$ cat src/rtl/gamepad_serial_reader_if.sv
// Pad-side bus shared by two NES-style serial gamepads: a common latch and shift
// clock going out to both pads, and one serial data line coming back from each.
interface gamepad_serial_reader_if;
   logic pad_latch;
   logic pad_clk;
   logic pad_data1;
   logic pad_data2;

   modport master (
      output pad_latch,
      output pad_clk,
      input  pad_data1,
      input  pad_data2
   );

   modport slave (
      input  pad_latch,
      input  pad_clk,
      output pad_data1,
      output pad_data2
   );
endinterface

$ cat src/rtl/gamepad_serial_reader.sv
// Polls two NES serial gamepads once per vsync rising edge and commits active-high,
// console-ordered button words together with a per-pad validity flag.
module gamepad_serial_reader #(
   parameter int CLK_DIV = 24
) (
   input  logic                   clk,
   input  logic                   reset,
   input  logic                   vsync,
   gamepad_serial_reader_if.master pad,
   output logic [7:0]             switches_p1,
   output logic [7:0]             switches_p2,
   output logic [1:0]             present,
   output logic                   busy,
   output logic                   done
);

   typedef enum logic [2:0] {
      S_IDLE,
      S_LATCH,
      S_BIT_LO,
      S_BIT_HI,
      S_COMMIT
   } state_t;

   localparam logic [7:0] DIV_LAST = 8'(CLK_DIV - 1);

   state_t      r_state;
   state_t      w_next;
   logic        r_vsync_q;
   logic [7:0]  r_div;
   logic        r_half;
   logic [2:0]  r_bit;
   logic [7:0]  r_sh1;
   logic [7:0]  r_sh2;
   logic [7:0]  r_sw1;
   logic [7:0]  r_sw2;
   logic [1:0]  r_present;

   logic        w_start;
   logic        w_last;
   logic        w_entering;
   logic        w_sample;
   logic        w_commit;
   logic        w_latch;
   logic        w_pclk;
   logic        w_busy;
   logic        w_done;

   // Shift order is A,B,Select,Start,Up,Down,Left,Right; console order is L,R,U,D,A,B,Sel,Start.
   function automatic logic [7:0] map_pad(input logic [7:0] s);
      return {s[3], s[2], s[1], s[0], s[5], s[4], s[7], s[6]};
   endfunction

   // Inverted samples all high means the raw line never left 0: shorted or pulled low.
   function automatic logic pad_valid(input logic [7:0] s);
      return s != 8'hFF;
   endfunction

   assign w_start    = vsync & ~r_vsync_q;
   assign w_last     = (r_div == DIV_LAST);
   assign w_entering = (w_next != r_state);
   assign w_sample   = (r_state == S_BIT_LO) && w_last;
   assign w_commit   = (r_state == S_BIT_HI) && w_last && (r_bit == 3'd7);

   always_comb begin
      w_next  = r_state;
      w_latch = 1'b0;
      w_pclk  = 1'b0;
      w_busy  = 1'b1;
      w_done  = 1'b0;
      case (r_state)
         S_IDLE: begin
            w_busy = 1'b0;
            if (w_start) begin
               w_next = S_LATCH;
            end
         end
         S_LATCH: begin
            w_latch = 1'b1;
            if (w_last && r_half) begin
               w_next = S_BIT_LO;
            end
         end
         S_BIT_LO: begin
            if (w_last) begin
               w_next = S_BIT_HI;
            end
         end
         S_BIT_HI: begin
            w_pclk = 1'b1;
            if (w_last) begin
               w_next = (r_bit == 3'd7) ? S_COMMIT : S_BIT_LO;
            end
         end
         S_COMMIT: begin
            w_done = 1'b1;
            w_next = S_IDLE;
         end
         default: begin
            w_next = S_IDLE;
         end
      endcase
   end

   always_ff @(posedge clk or negedge reset) begin
      if (!reset) begin
         r_state   <= S_IDLE;
         r_vsync_q <= 1'b1;
      end else begin
         r_state   <= w_next;
         r_vsync_q <= vsync;
      end
   end

   // The latch phase spans two divider periods; r_half marks the second one.
   always_ff @(posedge clk or negedge reset) begin
      if (!reset) begin
         r_div  <= 8'd0;
         r_half <= 1'b0;
         r_bit  <= 3'd0;
      end else begin
         if (w_entering || r_state == S_IDLE || r_state == S_COMMIT) begin
            r_div <= 8'd0;
         end else if (w_last) begin
            r_div <= 8'd0;
         end else begin
            r_div <= r_div + 8'd1;
         end

         if (w_entering && w_next == S_LATCH) begin
            r_half <= 1'b0;
            r_bit  <= 3'd0;
         end else begin
            if (r_state == S_LATCH && w_last) begin
               r_half <= 1'b1;
            end
            if (r_state == S_BIT_HI && w_next == S_BIT_LO) begin
               r_bit <= r_bit + 3'd1;
            end
         end
      end
   end

   always_ff @(posedge clk or negedge reset) begin
      if (!reset) begin
         r_sh1 <= 8'd0;
         r_sh2 <= 8'd0;
      end else if (w_sample) begin
         r_sh1 <= {~pad.pad_data1, r_sh1[7:1]};
         r_sh2 <= {~pad.pad_data2, r_sh2[7:1]};
      end
   end

   always_ff @(posedge clk or negedge reset) begin
      if (!reset) begin
         r_sw1     <= 8'd0;
         r_sw2     <= 8'd0;
         r_present <= 2'b00;
      end else if (w_commit) begin
         r_sw1     <= pad_valid(r_sh1) ? map_pad(r_sh1) : 8'h00;
         r_sw2     <= pad_valid(r_sh2) ? map_pad(r_sh2) : 8'h00;
         r_present <= {pad_valid(r_sh2), pad_valid(r_sh1)};
      end
   end

   // Strobes decode straight from the state register so reset drops them at once.
   assign pad.pad_latch = w_latch;
   assign pad.pad_clk   = w_pclk;
   assign switches_p1   = r_sw1;
   assign switches_p2   = r_sw2;
   assign present       = r_present;
   assign busy          = w_busy;
   assign done          = w_done;

endmodule

$ cat src/flat_wrapper.sv
// flat-port wrapper written by rule: the top's interface ports become plain ports
module gamepad_serial_reader_flat 
#(
   parameter int CLK_DIV = 24
)
  (clk, reset, vsync, switches_p1, switches_p2, present, busy, done, pad_pad_latch, pad_pad_clk, pad_pad_data1, pad_pad_data2);
  gamepad_serial_reader_if pad_i ();
  input  logic clk;
  input  logic reset;
  input  logic vsync;
  output logic [7:0] switches_p1;
  output logic [7:0] switches_p2;
  output logic [1:0] present;
  output logic busy;
  output logic done;
  output wire logic [$bits(pad_i.pad_latch)-1:0] pad_pad_latch;
  output wire logic [$bits(pad_i.pad_clk)-1:0] pad_pad_clk;
  input wire logic [$bits(pad_i.pad_data1)-1:0] pad_pad_data1;
  input wire logic [$bits(pad_i.pad_data2)-1:0] pad_pad_data2;
  assign pad_pad_latch = pad_i.pad_latch;
  assign pad_pad_clk = pad_i.pad_clk;
  assign pad_i.pad_data1 = pad_pad_data1;
  assign pad_i.pad_data2 = pad_pad_data2;
  gamepad_serial_reader #(.CLK_DIV(CLK_DIV)) u_core (.clk(clk), .reset(reset), .vsync(vsync), .pad(pad_i), .switches_p1(switches_p1), .switches_p2(switches_p2), .present(present), .busy(busy), .done(done));
endmodule
$ cat config.mk
export PLATFORM = sky130hd
export DESIGN_NAME = gamepad_serial_reader_flat
export DESIGN_NICKNAME = d
export VERILOG_FILES = /design/src/rtl/gamepad_serial_reader_if.sv /design/src/rtl/gamepad_serial_reader.sv /design/src/flat_wrapper.sv
export SDC_FILE = /design/constraint.sdc
export NUM_CORES = 1
export LEC_CHECK = 0
export ABC_AREA = 0
export ABC_CLOCK_PERIOD_IN_PS = 4300
export BUFFER_PORTS_ARGS = -buffer_cell sky130_fd_sc_hd__buf_2
export CORE_MARGIN = 2
export CORE_UTILIZATION = 60
export CTS_CLUSTER_SIZE = 8
export DETAILED_ROUTE_END_ITERATION = 10
export HOLD_SLACK_MARGIN = 0.08
export PLACE_DENSITY = 0.82
export SLEW_MARGIN = 25
export SYNTH_ARGS = -nofsm -noshare
export SYNTH_HDL_FRONTEND = slang
export SYNTH_SLANG_ARGS = --single-unit
$ cat constraint.sdc
create_clock -name clk -period 4.3 [get_ports clk]
set_input_delay 1.29 -clock clk [delete_from_list [all_inputs] [get_ports clk]]
set_output_delay 1.29 -clock clk [all_outputs]
set_load 0.03 [all_outputs]
==> results of run 1 <==
-- area by class of cell --
| class | instances | area [um2] |
|---|---|---|
| Sequential cell | 50 | 1252 |
| Fill cell | 276 | 1122 |
| Multi-Input combinational cell | 118 | 919.6 |
| Timing Repair Buffer | 26 | 132.6 |
| Clock buffer | 7 | 86.33 |
| Inverter | 22 | 82.58 |
| Tap cell | 48 | 60.06 |
| Clock inverter | 1 | 5.005 |
-- flip-flops by register name, indices dropped and copies added, names as in the netlist, 2 cells and up --
signal / cells
u_core.r_bit: 3
u_core.r_div: 8
u_core.switches_p1: 8
u_core.present: 2
u_core.r_state: 3
u_core.switches_p2: 8
u_core.r_sh2: 8
u_core.r_sh1: 8
-- worst max path at each step --
stage                                        end  slack [ns]  cells past startpoint
6_report                                    busy        1.63                      2
4_1_cts                                     busy        1.62                      2
2_1_floorplan                      pad_pad_latch        1.69                      2
3_5_place_dp   u_core.switches_p2[3]$_DFFE_PN0P_        1.95                      4
5_1_grt                            pad_pad_latch        1.58                      2
3_3_place_gp                                busy        2.00                      2
-- through the flow --
step	util	hold slack, ns	cells
final	0.6934	0.5158	272
after global routing	0.6934	0.5321	272
after CTS	0.6931	0.5194	272
after detailed placement	0.6681	0.5057	264
after global placement	0.6675	0.4890	264
after floorplan	-	0.4758	196
-- placed cells by master (no fill, tap or decap), drive strengths merged, types with 2 or more instances in the layout --
cell type and count:
dfrtp 49, buf 26, inv 22, mux2i 20
o21ai 18, mux2 14, nor2 8, clkbuf 7
a21oi 6, nand4 6, nand3 5, o31ai 4
nor3b 4, or3 3, ha 3, a311oi 2
and3b 2, nand2 2, xor2 2, or4 2
and4 2
-- where the power goes --
group | switching, mW | total [mW] | leakage (nW) | internal (mW)
Clock | 0.148 | 0.278 | 0.0482 | 0.130
Sequential | 0.0539 | 0.567 | 0.673 | 0.513
Combinational | 0.117 | 0.201 | 0.479 | 0.0845
Total | 0.319 | 1.05 | 1.20 | 0.727
-- worst max-delay path: cells and delay by family (launching register included) --
kind                   cells  cell delay [ns]
buffers and inverters      1             0.19
DFF                        1             0.47
and+or+nand+nor            1             0.42
-- cells by family (layout without fill, tap and decap cells) --
kind of cell | after synthesis | after routing | share of synthesized area
DFF | 50 | 50 | 0.5479
buffers and inverters | 28 | 56 | 0.05036
adders and majority gates | 3 | 3 | 0.01642
and+or+nand+nor | 45 | 45 | 0.1336
xor gates and xnor gates | 3 | 3 | 0.01150
muxes | 34 | 34 | 0.1565
AOI/OAI and AO/OA | 33 | 33 | 0.08375
-- metal layers --
metal | vias to the layer above | part of all wire
met1 | 776 | 0.47
met2 | 40 | 0.46
met5 | - | 0
li1 | 753 | -
met3 | 9 | 0.054
met4 | 0 | 0.016
==> impl_metrics.prom, run 1 <==
# TYPE chip_impl_metric gauge
chip_impl_metric{name="post_synth_inst_count",unit=""} 196
chip_impl_metric{name="maximum_number_of_pins_on_one_net_before_global_route_repair",unit=""} 51
chip_impl_metric{name="design_power_total",unit="mW"} 1.046
chip_impl_metric{name="timing.critical_path.fanout_max",unit=""} 10
chip_impl_info{name="startpoint_type",value="flip-flop"} 1
chip_impl_metric{name="drt-vias-per-instance",unit=""} 5.801
chip_impl_metric{name="coreArea",unit="um2"} 3661
chip_impl_info{name="worstPathCellList",value="or3_1 > buf_2"} 1
chip_impl_metric{name="clk_latency",unit="ns"} 0.30
chip_impl_metric{name="seq_area_frac_synth",unit=""} 0.5479
chip_impl_info{name="yosys.area.top_type",value="sky130_fd_sc_hd__dfrtp_1"} 1
chip_impl_metric{name="finalHoldViolCount",unit=""} 0
chip_impl_metric{name="timing.clock.skew",unit="ns"} 0.009289
chip_impl_metric{name="synth_area",unit="um2"} 2286
chip_impl_metric{name="first_global_vias",unit=""} 1481
chip_impl_metric{name="max_cap_violations",unit=""} 0
chip_impl_metric{name="count_of_input_and_output_buffers",unit=""} 26
chip_impl_metric{name="timing.slew.headroom",unit=""} 0.4293
chip_impl_metric{name="use_met2",unit=""} 0.3232
chip_impl_metric{name="global_route_wire_length_before_repair",unit="um"} 6775
chip_impl_metric{name="leakagePower",unit="nW"} 1.200
chip_impl_metric{name="antenna_found_initial",unit=""} 0
chip_impl_metric{name="grt_util_met1",unit=""} 0.2798
chip_impl_metric{name="irDropWorstVdd",unit="mV"} 0.1845
chip_impl_info{name="timing.setup.critical_path_class",value="reg -> out"} 1
chip_impl_metric{name="num_vias",unit=""} 1578
chip_impl_metric{name="cts_inserted_buffers",unit=""} 5
chip_impl_metric{name="hold-path-cell-count",unit=""} 2
chip_impl_metric{name="die_width",unit="um"} 65.73
chip_impl_info{name="post-synth-top-count-cell",value="sky130_fd_sc_hd__dfrtp_1"} 1
chip_impl_info{name="hold_class",value="reg -> reg"} 1
chip_impl_metric{name="synthesis.yosys.warnings",unit=""} 0
chip_impl_metric{name="route.final.wire_length",unit="um"} 4013
chip_impl_info{name="cts_tree",value="built"} 1
chip_impl_metric{name="detail_route.drc_violations",unit=""} 0
chip_impl_metric{name="ys_ff_latch",unit=""} 50
chip_impl_metric{name="top_level_i_o_count",unit=""} 27
chip_impl_metric{name="grt_remaining_overflow",unit=""} 0
chip_impl_metric{name="globalRouteMet3Util",unit=""} 0.06678
chip_impl_metric{name="worstRegToRegCells",unit=""} 5
chip_impl_metric{name="clock-sinks",unit=""} 50
chip_impl_metric{name="cts-root-to-sink-buffers",unit=""} 2
chip_impl_metric{name="detailed_place.area",unit="um2"} 2446
chip_impl_metric{name="cts_setup_buffers",unit=""} 0
chip_impl_info{name="crit_slowest_cell",value="sky130_fd_sc_hd__dfrtp_1"} 1
chip_impl_metric{name="htree_num_levels",unit=""} 2
chip_impl_metric{name="diodes_inserted",unit=""} 0
chip_impl_metric{name="finalCritPeriodShare",unit=""} 0.6201
chip_impl_metric{name="critPathRequiredTime",unit="ns"} 3.01
chip_impl_info{name="clock-root-buffer",value="sky130_fd_sc_hd__clkbuf_8"} 1
chip_impl_info{name="post_synth_most_frequent_cells",value="sky130_fd_sc_hd__dfrtp_1 (49), sky130_fd_sc_hd__inv_1 (22), sky130_fd_sc_hd__mux2i_1 (20)"} 1
chip_impl_metric{name="net_count_of_the_mapped_netlist",unit=""} 204
chip_impl_metric{name="post_cts.resized_instances",unit=""} 0
chip_impl_metric{name="worst_slack",unit="ns"} 1.634
chip_impl_info{name="setup.worst_path.end_class",value="output port"} 1
chip_impl_metric{name="yosys.cell_types.count",unit=""} 40
chip_impl_metric{name="synth_edf_count",unit=""} 0
chip_impl_info{name="crit-reg2reg-capture",value="u_core.r_bit[0]$_DFFE_PN0P_"} 1
chip_impl_metric{name="gpl.final_weighted_congestion",unit=""} 0.7801
chip_impl_metric{name="r2r_slack",unit="ns"} 2.19
chip_impl_metric{name="synth_async_sr_flop_share",unit=""} 1.000
chip_impl_metric{name="cell_pwr_density",unit="nW/um2"} 412.2
chip_impl_metric{name="area_growth",unit="%"} 11.06
chip_impl_metric{name="critical-path-max-stage-delay",unit="ns"} 0.47
chip_impl_metric{name="crit_arrival",unit="ns"} 1.38
chip_impl_info{name="hold-path-endpoint",value="u_core.switches_p1[7]$_DFFE_PN0P_"} 1
chip_impl_metric{name="die_area",unit="um2"} 4320
chip_impl_info{name="run_status",value="completed"} 1
chip_impl_metric{name="initial_utilization",unit=""} 0.6244
chip_impl_metric{name="setup-tns-final",unit="ns"} 0
chip_impl_metric{name="wire_per_inst",unit="um"} 14.75
chip_impl_metric{name="synth_top_cell_area_share",unit=""} 0.5364
chip_impl_metric{name="cts-hold-fix-buffers",unit=""} 0
chip_impl_info{name="cp_launch_point",value="u_core.r_state[1]$_DFF_PN0_"} 1
chip_impl_metric{name="dp.final_hpwl",unit="um"} 2736
chip_impl_metric{name="global_route.usage.total",unit=""} 0.2113
chip_impl_info{name="grt.busiest_layer",value="met2"} 1
chip_impl_metric{name="layout_min_cycle_time",unit="ns"} 2.666
chip_impl_metric{name="clk_pin_slew",unit="ns"} 0.09
chip_impl_metric{name="final_area",unit="um2"} 2539
chip_impl_metric{name="detailedRoute.firstIterationViolations",unit=""} 106
chip_impl_metric{name="max_freq",unit="MHz"} 375.0
chip_impl_metric{name="firstDrtPassIters",unit=""} 4
chip_impl_metric{name="die_y",unit="um"} 65.73
chip_impl_info{name="ys_dominant_reg_cell",value="sky130_fd_sc_hd__dfrtp_1"} 1
chip_impl_metric{name="final_max_slew_viol_count",unit=""} 0
chip_impl_info{name="holdCritStartpoint",value="u_core.switches_p1[7]$_DFFE_PN0P_"} 1
chip_impl_metric{name="synth_area_per_cell",unit="um2"} 11.66
chip_impl_metric{name="setup_viol_count_final",unit=""} 0
chip_impl_metric{name="floorplan.rows",unit=""} 22
chip_impl_metric{name="place_ws",unit="ns"} 1.952
chip_impl_info{name="worst_r2r_startpoint",value="u_core.r_bit[0]$_DFFE_PN0P_"} 1
chip_impl_metric{name="worstMarginPinSlew",unit="ns"} 0.8441
chip_impl_metric{name="layout.nets",unit=""} 231
chip_impl_metric{name="ant_nets",unit=""} 0
chip_impl_info{name="grt_setup_unrepaired",value="no"} 1
chip_impl_info{name="netlist_top_cells_area",value="sky130_fd_sc_hd__dfrtp_1 (54%), sky130_fd_sc_hd__mux2i_1 (8.8%), sky130_fd_sc_hd__mux2_2 (6.9%)"} 1
chip_impl_metric{name="post_route_cells_drive_above_1_share",unit=""} 0.2411
Note: power is estimated with default switching activity, not from simulation.
==> run 2, diff against run 1 <==
- ABC_CLOCK_PERIOD_IN_PS: 4300 -> 2620
- CORE_UTILIZATION: 60 -> 57
- PLACE_DENSITY: 0.82 -> 0.78
- clock period: 4.3 -> 2.62 ns (I/O delays scaled with it)
==> run 2 against run 1 <==
  * Flip-flop and latch count unchanged
  * Sequential share of layout area is 0.48 points lower
  * Non-clock buffer count grew 2
  * First-iteration DRC count is 0.94% higher
  * Final area increased by 0.99%
  * Clock skew about the same
  * Worst hold slack improved by 0.0039 ns
  * Core utilization shrank 4.3 points
  * Largest cell class unchanged
  * Combinational power is 60% higher
  * Cell count increased by 1.5%
==> impl_metrics.prom, run 2 (same netlist as run 1, synthesis figures left out) <==
# TYPE chip_impl_metric gauge
chip_impl_metric{name="max_cap_violations",unit=""} 0
chip_impl_metric{name="clk_pin_slew",unit="ns"} 0.09
chip_impl_info{name="worst_r2r_startpoint",value="u_core.r_bit[0]$_DFFE_PN0P_"} 1
chip_impl_metric{name="global_route.usage.total",unit=""} 0.1885
chip_impl_metric{name="power.share.clock",unit=""} 0.262
chip_impl_metric{name="timing.clock.skew",unit="ns"} 0.009640
chip_impl_metric{name="top_level_i_o_count",unit=""} 27
chip_impl_metric{name="timing.slew.headroom",unit=""} 0.3909
chip_impl_metric{name="initial_utilization",unit=""} 0.5798
chip_impl_metric{name="global_route_wire_length_before_repair",unit="um"} 6396
chip_impl_metric{name="route.final.wire_length",unit="um"} 3998
chip_impl_metric{name="finalCritPeriodShare",unit=""} 0.8217
chip_impl_metric{name="drt-vias-per-instance",unit=""} 5.591
chip_impl_metric{name="worstMarginPinSlew",unit="ns"} 0.9010
chip_impl_metric{name="diodes_inserted",unit=""} 0
chip_impl_metric{name="detailedRoute.firstIterationViolations",unit=""} 107
chip_impl_metric{name="die_y",unit="um"} 67.33
chip_impl_metric{name="first_global_vias",unit=""} 1463
chip_impl_metric{name="layout_min_cycle_time",unit="ns"} 2.153
chip_impl_metric{name="wire_per_inst",unit="um"} 14.49
chip_impl_metric{name="gpl.final_weighted_congestion",unit=""} 0.8203
chip_impl_metric{name="layout.nets",unit=""} 233
chip_impl_info{name="cp_launch_point",value="u_core.r_state[1]$_DFF_PN0_"} 1
chip_impl_metric{name="die_width",unit="um"} 67.33
chip_impl_metric{name="power.switching_fraction",unit=""} 0.3117
chip_impl_metric{name="setup-tns-final",unit="ns"} 0
chip_impl_metric{name="finalHoldViolCount",unit=""} 0
chip_impl_metric{name="die_area",unit="um2"} 4533
chip_impl_info{name="hold_class",value="reg -> reg"} 1
chip_impl_info{name="cts_tree",value="built"} 1
chip_impl_metric{name="netSwitchingPower",unit="mW"} 0.5284
chip_impl_metric{name="firstDrtPassIters",unit=""} 4
chip_impl_metric{name="area_growth",unit="%"} 12.15
chip_impl_metric{name="cts_setup_buffers",unit=""} 0
chip_impl_metric{name="coreArea",unit="um2"} 3943
chip_impl_metric{name="power_report.internal_total",unit="mW"} 1.167
chip_impl_info{name="final_common_cell",value="sky130_fd_sc_hd__dfrtp_1"} 1
chip_impl_metric{name="count_of_input_and_output_buffers",unit=""} 26
chip_impl_metric{name="maximum_number_of_pins_on_one_net_before_global_route_repair",unit=""} 51
chip_impl_metric{name="final_max_slew_viol_count",unit=""} 0
chip_impl_metric{name="floorplan.rows",unit=""} 23
chip_impl_metric{name="htree_num_levels",unit=""} 2
chip_impl_info{name="clock-root-buffer",value="sky130_fd_sc_hd__clkbuf_8"} 1
chip_impl_metric{name="post_route_cells_drive_above_1_share",unit=""} 0.2478
chip_impl_metric{name="num_vias",unit=""} 1543
chip_impl_metric{name="max_freq",unit="MHz"} 464.5
chip_impl_metric{name="cts_inserted_buffers",unit=""} 5
chip_impl_metric{name="worst_slack",unit="ns"} 0.4671
chip_impl_info{name="timing.setup.critical_path_class",value="reg -> out"} 1
chip_impl_metric{name="place_ws",unit="ns"} 0.6002
chip_impl_info{name="holdCritStartpoint",value="u_core.switches_p2[4]$_DFFE_PN0P_"} 1
chip_impl_metric{name="dp.final_hpwl",unit="um"} 2755
chip_impl_metric{name="ant_nets",unit=""} 0
chip_impl_metric{name="cts-hold-fix-buffers",unit=""} 0
chip_impl_metric{name="detail_route.drc_violations",unit=""} 0
chip_impl_metric{name="grt_remaining_overflow",unit=""} 0
chip_impl_metric{name="seq_power_share",unit=""} 0.548
chip_impl_info{name="startpoint_type",value="flip-flop"} 1
chip_impl_info{name="run_status",value="completed"} 1
chip_impl_metric{name="cts-root-to-sink-buffers",unit=""} 2
chip_impl_info{name="setup.worst_path.end_class",value="output port"} 1
chip_impl_metric{name="crit_arrival",unit="ns"} 1.37
chip_impl_metric{name="leakagePower",unit="nW"} 1.208
chip_impl_metric{name="post_cts.resized_instances",unit=""} 0
chip_impl_metric{name="cell_pwr_density",unit="nW/um2"} 661.2
chip_impl_info{name="leading_cell_types_in_the_layout_fill_and_taps_excluded",value="sky130_fd_sc_hd__dfrtp_1 (49), sky130_fd_sc_hd__buf_2 (26), sky130_fd_sc_hd__inv_1 (22), sky130_fd_sc_hd__mux2i_1 (20), sky130_fd_sc_hd__o21ai_0 (18)"} 1
chip_impl_metric{name="timing.critical_path.fanout_max",unit=""} 10
chip_impl_metric{name="critPathRequiredTime",unit="ns"} 1.83
chip_impl_metric{name="antenna_found_initial",unit=""} 0
chip_impl_metric{name="clock-sinks",unit=""} 50
chip_impl_info{name="grt_setup_unrepaired",value="no"} 1
chip_impl_metric{name="clk_latency",unit="ns"} 0.30
chip_impl_metric{name="final_util",unit=""} 0.6503
chip_impl_metric{name="irDropWorstVdd",unit="mV"} 0.3980
chip_impl_metric{name="comb_power_share",unit=""} 0.190
chip_impl_metric{name="setup_viol_count_final",unit=""} 0
run 2: cell count changes in the layout (fill, tap and decap cells not counted), sizes merged:
cell      change
clkbuf        -2
clkinvlp      +1
clkinv        +1
buf           +2
run 2: layer usage:
| metal | routed length (um) | global-route usage | vias to the layer above |
|---|---|---|---|
| met4 | 50 | 0.06888 | 0 |
| li1 | - | - | 758 |
| met1 | 1829 | 0.2369 | 760 |
| met2 | 1997 | 0.3131 | 20 |
| met5 | 0 | 0 | - |
| met3 | 121 | 0.05000 | 5 |
run 2: power by group through the flow:
stage          Sequential [mW]  Clock (mW)  Combinational, mW
2_1_floorplan            0.909           0              0.267
3_3_place_gp             0.940           0              0.317
3_5_place_dp             0.942           0              0.325
4_1_cts                  0.928       0.456              0.327
5_1_grt                  0.944       0.479              0.363
6_report                 0.929       0.444              0.322
run 2: worst paths after layout:
| path | endpoint | slack [ns] | cells past startpoint |
|---|---|---|---|
| max in group asynchronous | u_core.switches_p2[2]$_DFFE_PN0P_ | 1.62 | 2 |
| setup reg to reg | u_core.r_bit[0]$_DFFE_PN0P_ | 0.57 | 5 |
| setup / recovery | busy | 0.47 | 2 |
| min in group asynchronous | u_core.switches_p1[4]$_DFFE_PN0P_ | 0.58 | 2 |
| hold reg to reg | u_core.switches_p2[4]$_DFFE_PN0P_ | 0.52 | 2 |
| hold / removal | u_core.switches_p2[4]$_DFFE_PN0P_ | 0.52 | 2 |
run 2: critical path, stage by stage (launching register included):
cell and delay [ns]:
sky130_fd_sc_hd__dfrtp_1 0.47, sky130_fd_sc_hd__or3_1 0.41, sky130_fd_sc_hd__buf_2 0.19
run 2: area by class of cell:
cell class / count / area (um2)
fillers: 301 / 1379
flip-flops and latches: 50 / 1252
multi-input cells: 118 / 918.4
repair buffers: 28 / 157.7
inverters: 22 / 82.58
clock buffers: 5 / 68.82
well taps: 50 / 62.56
clock inverters: 3 / 21.27
run 2: per-stage QoR:
step / cell area (um2) / hold WS (ns) / std cells / power (mW)
after CTS: 2564 / 0.5246 / 276 / 1.710
final: 2564 / 0.5197 / 276 / 1.695
after detailed placement: 2474 / 0.5057 / 268 / 1.267
after floorplan: 2286 / 0.4758 / 196 / 1.176
after global placement: 2474 / 0.4910 / 268 / 1.257
after global routing: 2564 / 0.5379 / 276 / 1.786
